**config.mk**
```make
export PLATFORM = sky130hd
export DESIGN_NAME = tiny_fpga_cfg_ctrl
export DESIGN_NICKNAME = d
export VERILOG_FILES = /design/src/rtl/tiny_fpga_cfg_ctrl.sv
export SDC_FILE = /design/constraint.sdc
export NUM_CORES = 1
export LEC_CHECK = 0
export CAP_MARGIN = 15
export CORE_ASPECT_RATIO = 1.75
export CORE_UTILIZATION = 56
export CTS_CLUSTER_DIAMETER = 60
export DETAILED_ROUTE_END_ITERATION = 6
export HOLD_SLACK_MARGIN = 0.08
export MAX_ROUTING_LAYER = met4
export PLACE_DENSITY = 0.83
export SETUP_SLACK_MARGIN = 0.4
export SLEW_MARGIN = 20
export SYNTH_ARGS = -nofsm -noshare
export SYNTH_HDL_FRONTEND = slang
export SYNTH_SLANG_ARGS = --single-unit
```
**constraint.sdc**
```tcl
create_clock -name clk -period 5.4 [get_ports clk]
set_input_delay 0.54 -clock clk [delete_from_list [all_inputs] [get_ports clk]]
set_output_delay 0.54 -clock clk [all_outputs]
set_load 0.02 [all_outputs]
```
**src/rtl/tiny_fpga_cfg_ctrl.sv**
```systemverilog
// FPGA configuration controller: serializes a host byte stream LSB-first into a
// 1-bit fabric bitstream, checks the stream length and sequences cfg/run modes.
module tiny_fpga_cfg_ctrl #(
    parameter int CFG_BYTES = 8
) (
    input  logic       clk,
    input  logic       rst,
    input  logic       start_cfg,
    input  logic       start_run,
    input  logic       stop,
    input  logic       s_tvalid,
    output logic       s_tready,
    input  logic [7:0] s_tdata,
    input  logic       s_tlast,
    output logic       m_tvalid,
    input  logic       m_tready,
    output logic       m_tdata,
    output logic       m_tlast,
    output logic       cfg,
    output logic       run,
    output logic       done,
    output logic       err
);

    typedef enum logic [2:0] {IDLE, CFG, READY, RUN, ERR} state_t;

    localparam logic [7:0] LAST_IDX = 8'(CFG_BYTES);

    state_t      state, next_state;
    logic [7:0]  shift_reg;
    logic [3:0]  bits_left;
    logic [7:0]  byte_cnt;
    logic        last_byte;
    logic        is_final;
    logic        len_err;
    logic        s_fire;
    logic        m_fire;

    always_comb begin
        is_final = (byte_cnt + 8'd1) == LAST_IDX;
        len_err  = s_tlast != is_final;
        // Refill during the last bit of a byte keeps the output gap-free; no
        // bytes are taken once the full bitstream length has been received.
        s_tready = (state == CFG) && (byte_cnt != LAST_IDX) &&
                   ((bits_left == 4'd0) || ((bits_left == 4'd1) && m_tready));
        m_tvalid = (state == CFG) && (bits_left != 4'd0);
        m_tdata  = shift_reg[0];
        m_tlast  = m_tvalid && last_byte && (bits_left == 4'd1);
        s_fire   = s_tvalid && s_tready;
        m_fire   = m_tvalid && m_tready;
        cfg      = (state == CFG);
        run      = (state == RUN);
        done     = (state == READY) || (state == RUN);
        err      = (state == ERR);
    end

    always_comb begin
        next_state = state;
        case (state)
            IDLE:    if (start_cfg) next_state = CFG;
            CFG: begin
                if (s_fire && len_err)      next_state = ERR;
                else if (m_fire && m_tlast) next_state = READY;
            end
            READY: begin
                if (start_cfg)      next_state = CFG;
                else if (start_run) next_state = RUN;
            end
            RUN:     if (stop) next_state = READY;
            ERR:     if (start_cfg) next_state = CFG;
            default: next_state = IDLE;
        endcase
    end

    always_ff @(posedge clk or posedge rst) begin
        if (rst) state <= IDLE;
        else     state <= next_state;
    end

    // Outside CFG the datapath is held empty, so every CFG entry starts clean.
    always_ff @(posedge clk or posedge rst) begin
        if (rst) begin
            shift_reg <= '0;
            bits_left <= '0;
            byte_cnt  <= '0;
            last_byte <= 1'b0;
        end else if (state != CFG) begin
            shift_reg <= '0;
            bits_left <= '0;
            byte_cnt  <= '0;
            last_byte <= 1'b0;
        end else if (s_fire && !len_err) begin
            shift_reg <= s_tdata;
            bits_left <= 4'd8;
            byte_cnt  <= byte_cnt + 8'd1;
            last_byte <= is_final;
        end else if (m_fire) begin
            shift_reg <= {1'b0, shift_reg[7:1]};
            bits_left <= bits_left - 4'd1;
        end
    end

endmodule

```
==> impl_metrics.tcl <==
set metrics [dict create \
    cp-start-kind "flop" \
    cp-end-kind "flop" \
    core_area_um2 2460 \
    postCtsSetupBuffers 0 \
    worst_pin_slew_ns 0.904 \
    drtIter0Drc 35 \
    ioPinCount 24 \
    synth_nets 189 \
    finClkSkew_ns 0.00321 \
    cts.sinks 24 \
    cts_buffer_depth 2 \
    grt_max_degree 25 \
    setup_viol_count_final 0 \
    slew_headroom 0.385 \
    ant_nets 0 \
    die_y_um 69.3 \
    crit_required_ns 5.57 \
    powerDensity_nw_per_um2 433 \
    place_hpwl_um 2410 \
    grt.total_usage 0.272 \
    wl_per_cell_um 15.3 \
    gp_congestion 0.852 \
    area_delta_synth_final_pct 19.4 \
    nets 211 \
    max_freq_mhz 318 \
    ys_warn_count 0 \
    hold_class "reg2reg" \
    rsz0062_at_grt "false" \
    synth_ff_type "dfrtp_1" \
    crit_arrival_ns 3.32 \
    synth-seq-area-share 0.414 \
    overflow 0 \
    vias 1316 \
    route.detailed.drc 0 \
    ys_seq_elements 24 \
    synth-edff-count 0 \
    grt_antenna_before_repair 0 \
    dieArea_um2 2800 \
    status "complete, no violations" \
    synth_cell_types 36 \
    hold_viol 0 \
    netlist_area_um2 1450 \
    root_buffer "clkbuf_8" \
    period_needed_ns 3.14 \
    drv_slew 0 \
    cts.repair.resized 0 \
    synthCells 168 \
    fp.dieW_um 40.5 \
    ctsHoldBuffers 0 \
    maxCapViolCount 0 \
    synth_area_per_cell_um2 8.63 \
    dr.pass1.iters 4 \
    final.setup.tns_ns 0 \
    fin_crit_sh 0.582 \
    viasPerCell 6.15 \
    grt_pass1_wl_um 5350 \
    cts_tree "built" \
    portBuffers 23 \
    numCtsBuffers 3 \
    design_area_um2 1730 \
    placed_cell_area_um2 1690 \
    crit_fanout 19 \
    path_class "reg2reg" \
    core.rowCount 24 \
    clock_latency_ns 0.27 \
    drive_above_1_share 0.0532 \
    antenna_cells 0 \
    leakage_nw 0.781 \
    grt_pass1_vias 1321 \
    async_flop_share 1.00 \
    fill_cells 208 \
    p_total_mw 0.750 \
    h-tree-depth 1 \
    max-vdd-ir-drop_uv 275 \
    wl_um 3270 \
    clkSlewWorstSetupHoldPaths_ns 0.08 \
    start_util 0.589 \
]
## worst max-delay path, stage by stage, from the launching register on
cell	delay, ns
dfrtp_1	0.44
ha_1	0.27
or3_1	0.32
a211o_1	0.33
a221oi_4	0.42
mux2i_2	0.82
nand2_1	0.21
a211oi_1	0.23
## routing by layer
metal  global-route usage  vias to the layer above  part of all wire
met5                    -                        -                 0
met4                0.126                        0             0.023
met3               0.0224                        6             0.032
met2                0.459                       34              0.56
met1                0.297                      637              0.39
li1                     -                      639                 -
## final timing paths
path / startpoint / to / cells after the start / slack, ns
min in group asynchronous: rst / byte_cnt[0]$_DFFE_PP0P_ / 2 / 0.78
max in group asynchronous: rst / state[1]$_DFFE_PP0P_ / 2 / 4.05
max reg2reg: byte_cnt[0]$_DFFE_PP0P_ / bits_left[1]$_DFFE_PP0P_ / 7 / 2.26
min: state[2]$_DFFE_PP0P_ / state[1]$_DFFE_PP0P_ / 1 / 0.55
min reg2reg: state[2]$_DFFE_PP0P_ / state[1]$_DFFE_PP0P_ / 1 / 0.55
max: byte_cnt[0]$_DFFE_PP0P_ / bits_left[1]$_DFFE_PP0P_ / 7 / 2.26
## synthesized netlist by cell type (2+ instances only)
cell / instances / share of area
a211o_1: 2 / 0.012
a211oi_1: 2 / 0.010
a21o_1: 4 / 0.021
a21oi_1: 22 / 0.076
and2_1: 4 / 0.017
and3_1: 8 / 0.035
clkbuf_1: 6 / 0.016
dfrtp_1: 24 / 0.41
ha_1: 5 / 0.043
inv_1: 10 / 0.026
nand2_1: 14 / 0.036
nand3_1: 11 / 0.038
nor2_1: 17 / 0.044
nor3_1: 5 / 0.017
o21ai_0: 6 / 0.021
o21bai_1: 2 / 0.010
or2_2: 2 / 0.0086
or3_1: 3 / 0.013
or3b_2: 2 / 0.012
xnor2_1: 2 / 0.012
xor2_1: 2 / 0.012
## through the flow
stage / util / instances / worst slack (ns) / hold slack (ns)
global placement: 0.686 / 211 / 2.34 / 0.507
global route: 0.703 / 214 / 1.98 / 0.591
detailed placement: 0.686 / 211 / 2.26 / 0.543
floorplan: - / 168 / 2.75 / 0.484
finish: 0.703 / 214 / 2.26 / 0.550
CTS: 0.703 / 214 / 2.21 / 0.556
## cells in the final DEF, fill, tap and decap left out, types with 5 or more instances in the layout
cell and instances:
dfrtp_1 24, inv_1 10, ha_1 5, a21oi_1 22, nor2_1 17, nand2_1 14
o21ai_0 6, nand3_1 11, nor3_1 5, clkdlybuf4s50_1 23, and3_1 8
## final cells by class
class	instances	area, um2	area share
Multi-Input combinational cell	128	790	0.456
Tap cell	26	32.5	0.0188
Sequential cell	24	601	0.347
Timing Repair Buffer	23	230	0.133
Inverter	10	37.5	0.0217
Clock buffer	3	41.3	0.0238
## power breakdown
| part | total (mW) | switching (mW) | internal, mW |
|---|---|---|---|
| Combinational | 0.379 | 0.225 | 0.155 |
| Clock | 0.106 | 0.0559 | 0.0499 |
| Sequential | 0.265 | 0.0387 | 0.226 |
| Total | 0.750 | 0.319 | 0.431 |
## logic make-up (layout without fill, tap and decap cells)
kind of cell / after synthesis / count (layout) / share of synthesized area
flops: 24 / 24 / 0.414
xor+xnor: 4 / 4 / 0.0242
fa+ha+maj: 5 / 5 / 0.0431
buf+inv: 16 / 36 / 0.0414
compound gates: 46 / 46 / 0.211
simple gates: 70 / 70 / 0.242
mux: 3 / 3 / 0.0242
Note: power is estimated with default switching activity, not from simulation.
